[config.mk]
export PLATFORM = sky130hd
export DESIGN_NAME = alu_share_ctrl
export DESIGN_NICKNAME = d
export VERILOG_FILES = /design/src/rtl/alu_pkg.sv /design/src/rtl/rr_arbiter.sv /design/src/rtl/alu_share_ctrl.sv
export SDC_FILE = /design/constraint.sdc
export NUM_CORES = 1
export LEC_CHECK = 0
export BUFFER_PORTS_ARGS = -buffer_cell sky130_fd_sc_hd__buf_2
export CORE_ASPECT_RATIO = 0.9
export CORE_MARGIN = 1
export CORE_UTILIZATION = 30
export CTS_CLUSTER_SIZE = 30
export DETAILED_ROUTE_END_ITERATION = 12
export PLACE_DENSITY = 0.7
export REMOVE_ABC_BUFFERS = 1
export SLEW_MARGIN = 20
export SYNTH_ARGS = -nofsm -noshare
export SYNTH_HDL_FRONTEND = slang
export SYNTH_SLANG_ARGS = --single-unit
[constraint.sdc]
create_clock -name clk -period 4.2 [get_ports clk]
set_input_delay 0.42 -clock clk [delete_from_list [all_inputs] [get_ports clk]]
set_output_delay 0.42 -clock clk [all_outputs]
set_load 0.02 [all_outputs]
[src/rtl/alu_pkg.sv]
// Shared types and constants for the ALU sharing controller and its arbiter.
package alu_pkg;

  localparam int ALU_W = 32;

  typedef enum logic [2:0] {
    ALU_ADD = 3'b000,
    ALU_SUB = 3'b001,
    ALU_AND = 3'b010,
    ALU_OR  = 3'b011,
    ALU_SLT = 3'b101
  } alu_ctrl_t;

  typedef enum logic [1:0] {
    S_IDLE = 2'd0,
    S_EXEC = 2'd1,
    S_RESP = 2'd2
  } share_state_t;

  // Requester-id width: $clog2(n), but never narrower than one bit.
  function automatic int id_width(input int n);
    return (n > 1) ? $clog2(n) : 1;
  endfunction

endpackage

[src/rtl/rr_arbiter.sv]
// Combinational round-robin arbiter: grants the first requester after 'last', wrapping modulo N.
module rr_arbiter #(
  parameter int N   = 2,
  parameter int IDW = 1
) (
  input  logic [N-1:0]   req,
  input  logic [IDW-1:0] last,
  output logic [N-1:0]   gnt_onehot,
  output logic [IDW-1:0] gnt_id,
  output logic           any
);

  logic           found_s;
  logic [IDW-1:0] idx_s;

  // Scan last+1 .. last+N and take the first active request.
  always_comb begin
    gnt_onehot = {N{1'b0}};
    gnt_id     = {IDW{1'b0}};
    found_s    = 1'b0;
    idx_s      = {IDW{1'b0}};
    for (int k = 1; k <= N; k++) begin
      idx_s = IDW'((int'(last) + k) % N);
      if (!found_s && req[idx_s]) begin
        found_s           = 1'b1;
        gnt_onehot[idx_s] = 1'b1;
        gnt_id            = idx_s;
      end else begin
        found_s = found_s;
      end
    end
  end

  assign any = |req;

endmodule

[src/rtl/alu_share_ctrl.sv]
// Shares one external ALU between NREQ requesters: round-robin grant, registered
// operands into the ALU and a held, registered response until the consumer takes it.
module alu_share_ctrl
  import alu_pkg::*;
#(
  parameter  int NREQ  = 2,
  parameter  int WIDTH = ALU_W,
  localparam int IDW   = id_width(NREQ)
) (
  input  logic                  clk,
  input  logic                  rst,
  input  logic [NREQ-1:0]       req_valid,
  output logic [NREQ-1:0]       req_ready,
  input  logic [NREQ*WIDTH-1:0] req_op1,
  input  logic [NREQ*WIDTH-1:0] req_op2,
  input  logic [NREQ*3-1:0]     req_ctrl,
  output logic                  rsp_valid,
  input  logic                  rsp_ready,
  output logic [IDW-1:0]        rsp_id,
  output logic [WIDTH-1:0]      rsp_result,
  output logic                  rsp_eq,
  output logic [WIDTH-1:0]      alu_op1,
  output logic [WIDTH-1:0]      alu_op2,
  output logic [2:0]            alu_ctrl,
  input  logic [WIDTH-1:0]      alu_out,
  input  logic                  alu_eq
);

  share_state_t     state_r;
  share_state_t     state_nxt_s;
  logic [IDW-1:0]   last_grant_r;
  logic [IDW-1:0]   id_r;
  logic [NREQ-1:0]  gnt_onehot_s;
  logic [IDW-1:0]   gnt_id_s;
  logic             any_s;
  logic             arb_en_s;
  logic             accept_s;
  logic [WIDTH-1:0] sel_op1_s;
  logic [WIDTH-1:0] sel_op2_s;
  logic [2:0]       sel_ctrl_s;

  rr_arbiter #(
    .N   (NREQ),
    .IDW (IDW)
  ) u_arb (
    .req        (req_valid),
    .last       (last_grant_r),
    .gnt_onehot (gnt_onehot_s),
    .gnt_id     (gnt_id_s),
    .any        (any_s)
  );

  // Arbitration is open in IDLE, or in RESP once the held response is consumed.
  always_comb begin
    arb_en_s = 1'b0;
    case (state_r)
      S_IDLE:  arb_en_s = 1'b1;
      S_RESP:  arb_en_s = rsp_ready;
      default: arb_en_s = 1'b0;
    endcase
  end

  assign accept_s  = arb_en_s && any_s && !rst;
  assign req_ready = accept_s ? gnt_onehot_s : {NREQ{1'b0}};

  // Operand mux for the granted requester.
  always_comb begin
    sel_op1_s  = {WIDTH{1'b0}};
    sel_op2_s  = {WIDTH{1'b0}};
    sel_ctrl_s = 3'b000;
    for (int i = 0; i < NREQ; i++) begin
      if (gnt_onehot_s[i]) begin
        sel_op1_s  = req_op1[i*WIDTH +: WIDTH];
        sel_op2_s  = req_op2[i*WIDTH +: WIDTH];
        sel_ctrl_s = req_ctrl[i*3 +: 3];
      end else begin
        sel_ctrl_s = sel_ctrl_s;
      end
    end
  end

  // Next-state logic.
  always_comb begin
    state_nxt_s = state_r;
    case (state_r)
      S_IDLE: begin
        if (accept_s) begin
          state_nxt_s = S_EXEC;
        end else begin
          state_nxt_s = S_IDLE;
        end
      end
      S_EXEC: state_nxt_s = S_RESP;
      S_RESP: begin
        if (!rsp_ready) begin
          state_nxt_s = S_RESP;
        end else if (accept_s) begin
          state_nxt_s = S_EXEC;
        end else begin
          state_nxt_s = S_IDLE;
        end
      end
      default: state_nxt_s = S_IDLE;
    endcase
  end

  // State register.
  always_ff @(posedge clk or posedge rst) begin
    if (rst) begin
      state_r <= S_IDLE;
    end else begin
      state_r <= state_nxt_s;
    end
  end

  // Operand, id and response registers; the ALU inputs only move on a grant.
  always_ff @(posedge clk or posedge rst) begin
    if (rst) begin
      alu_op1      <= {WIDTH{1'b0}};
      alu_op2      <= {WIDTH{1'b0}};
      alu_ctrl     <= 3'b000;
      id_r         <= {IDW{1'b0}};
      last_grant_r <= IDW'(NREQ - 1);
      rsp_valid    <= 1'b0;
      rsp_id       <= {IDW{1'b0}};
      rsp_result   <= {WIDTH{1'b0}};
      rsp_eq       <= 1'b0;
    end else begin
      if (accept_s) begin
        alu_op1  <= sel_op1_s;
        alu_op2  <= sel_op2_s;
        alu_ctrl <= sel_ctrl_s;
        id_r     <= gnt_id_s;
      end
      if (state_r == S_EXEC) begin
        rsp_result   <= alu_out;
        rsp_eq       <= alu_eq;
        rsp_id       <= id_r;
        last_grant_r <= id_r;
        rsp_valid    <= 1'b1;
      end else if ((state_r == S_RESP) && rsp_ready) begin
        rsp_valid <= 1'b0;
      end
    end
  end

endmodule

==> impl_results.md <==
* Initial DRC count at 175
* Chip height at 121.4 um
* Largest cells by area after synthesis: dfrtp_1, mux2_2, a32o_1
* Worst path required time at 3.78 ns
* Post-route DRC at 0
* Cell Area, Synth at 4755 um^2
* Run status: finished, final reports clean
* Syn avg cell area at 11.92 um^2
* H-tree Lvls at 3
* Antenna cells at 0
* Vias per inst at 4.771
* Crit Path Max Fanout at 43
* Slew @ Worst Pin at 0.9501 ns
* Synth cell types at 19
* DRT Pass-1 Iters at 4
* Antenna viol nets, final at 0
* Setup TNS at 0 ns
* CTS tree: built
* GR Overflow Total at 0
* # IOs at 276
* Final Hold Fails at 0
* Maximum vdd ir drop at 0.3332 mV
* Max-cap violations at 0
* Maximum clock rate at 0.3994 GHz
* GRT Max-Usage Layer: met2
* PortBufs at 275
* DIE AREA at 16,360 um^2
* Power density cells at 599.0 nW/um^2
* Largest net degree at the start of global routing at 50
* Global Route met1 Usage at 0.1840
* CP Class: reg2out
* Final HPWL from detailed placement at 9289 um
* Yosys reg bits at 106
* Clock root buffer: clkbuf_16
* Period Utilization, post-route at 0.5962
* Vias in the first global route at 3,757
* CP Capture Type: output pin
* Clock-pin slew of the registers on the worst-case setup and hold paths at 0.08 ns
* Synth warn at 0
* Share of cells above drive strength 1 at 0.5660
* First-pass GRT wire length at 19,150 um
* Via Count at 4,108
* Placed Area at 6281 um^2
* Global routing usage on met3 at 0.05430
* Crit path DAT at 2.08 ns
* # clock sinks at 106
* Setup crit start kind: register
* Post-CTS setup buffers at 0
* Core ar. at 15,440 um^2
* DP Cell Count at 845
* Met2 Usage GRT at 0.2513
* Area Overhead vs Synth at 38.61%
* Worst skew pair latency at 0.35 ns
* Wire per inst at 14.72 um
* Total GRT Usage at 0.1513
* Type of the tightest min-delay check: in2async
* Clk buf depth at 2
* RSZ-0062 raised after global routing: no
* Num CTS Buffers at 9
* CTS-repair resized insts at 0
* Final wirelength at 12,680 um
* Die span in x at 134.7 um
* Fin area at 6590 um^2
* Initial Util at 0.3079
* Placer Congestion at 0.7367
* Finished Layout Cells at 861
* Final setup viols at 0
* Row count at 43
* Pleak at 0.003429 uW
* Post-Syn Instances at 399
* Antenna violations before repair at 0
* Final Skew at 0.01044 ns
* Area fraction of the dominant cell type after synthesis at 0.5526
* Tmin final at 2.504 ns
* Sequential area share after synthesis at 0.5582
* NumNets Final at 826
* Worst slew margin at 0.3666
* Yosys top cell by area: dfrtp_1
* Hold buffers post-CTS at 0
* Max Slew Vio Count at 0
==> worst max-delay path, cell delays in order, from the launching register on <==
cell and delay, ns:
dfstp_2 0.57, nand2b_2 0.75, and3_1 0.25, buf_2 0.16
==> cells by family after synthesis <==
family,Yosys count,share of synthesized area
flip-flops,106,0.5582
buffers and inverters,41,0.04053
multiplexers,68,0.1611
AO/OA/AOI/OAI,72,0.1487
AND/OR/NAND/NOR,112,0.09158
==> layout by cell type (no fill, tap or decap), types with 2 or more instances in the layout <==
| master | instances |
|---|---|
| dfrtp_1 | 105 |
| clkbuf_16 | 9 |
| inv_8 | 2 |
| a32o_1 | 67 |
| nand2_1 | 105 |
| a21oi_1 | 2 |
| inv_6 | 2 |
| buf_4 | 8 |
| nand2b_1 | 2 |
| mux2_2 | 68 |
| buf_2 | 275 |
==> cells in the mapped netlist (all sizes together) <==
master  number
a21boi       1
mux2        68
a32o        67
dfrtp      105
nor2         1
nor2b        1
o211a        1
dfstp        1
buf         18
o21ai        1
nand2b       3
inv          2
a21oi        2
and3         1
clkbuf      21
and2         1
nand2      105
==> power by group <==
group	total (uW)	switching [uW]	internal, uW
Combinational	1530	914	612
Sequential	1550	177	1370
Clock	875	400	475
Total	3950	1490	2460
==> flip-flops by register name (all words and copies together), names as in the netlist <==
signal / count
id_r: 1
alu_ctrl: 3
rsp_result: 32
rsp_valid: 1
state_r: 2
rsp_eq: 1
alu_op2: 32
last_grant_r: 1
alu_op1: 32
rsp_id: 1
==> worst paths after layout <==
path / from / endpoint / cells after the start / slack, ns
worst max-delay path: last_grant_r$_DFFE_PP1P_ / req_ready[0] / 3 / 1.70
worst min-delay path: rst / state_r[1]$_DFF_PP0_ / 2 / 0.07
worst max register to register: last_grant_r$_DFFE_PP1P_ / alu_op1[21]$_DFFE_PP0N_ / 4 / 2.01
worst min register to register: rsp_result[11]$_DFFE_PP0P_ / rsp_result[11]$_DFFE_PP0P_ / 2 / 0.48
max in group asynchronous: rst / last_grant_r$_DFFE_PP1P_ / 3 / 3.31
min in group clk: alu_out[19] / rsp_result[19]$_DFFE_PP0P_ / 3 / 0.25
==> per-stage QoR <==
| stage | hold slack, ns | power [uW] | util | setup WS (ns) |
|---|---|---|---|---|
| final | 0.06962 | 3947 | 0.4268 | 1.696 |
| after global routing | 0.08238 | 4184 | 0.4268 | 1.589 |
| after CTS | 0.07092 | 4007 | 0.4268 | 1.674 |
| after detailed placement | 0.4598 | 3111 | 0.4068 | 1.675 |
| after global placement | 0.4529 | 3083 | 0.4068 | 1.738 |
| after floorplan | 0.4503 | 2504 | - | 0.9928 |
==> layer usage <==
layer	vias to the layer above	share of wire
met5	-	0
met4	0	0.011
met3	12	0.10
met2	198	0.48
met1	1934	0.41
li1	1964	-
==> area by class of cell <==
type                       count  area [um^2]
inverter                       2        10.01
clock inverter                 7        83.83
timing repair buffer         283         1436
clock buffer                   9        225.2
tap                          202        252.7
multi-input combinational    252         1928
sequential                   106         2654
fill                        1496         8851
Power figures use the tool's default switching activity.
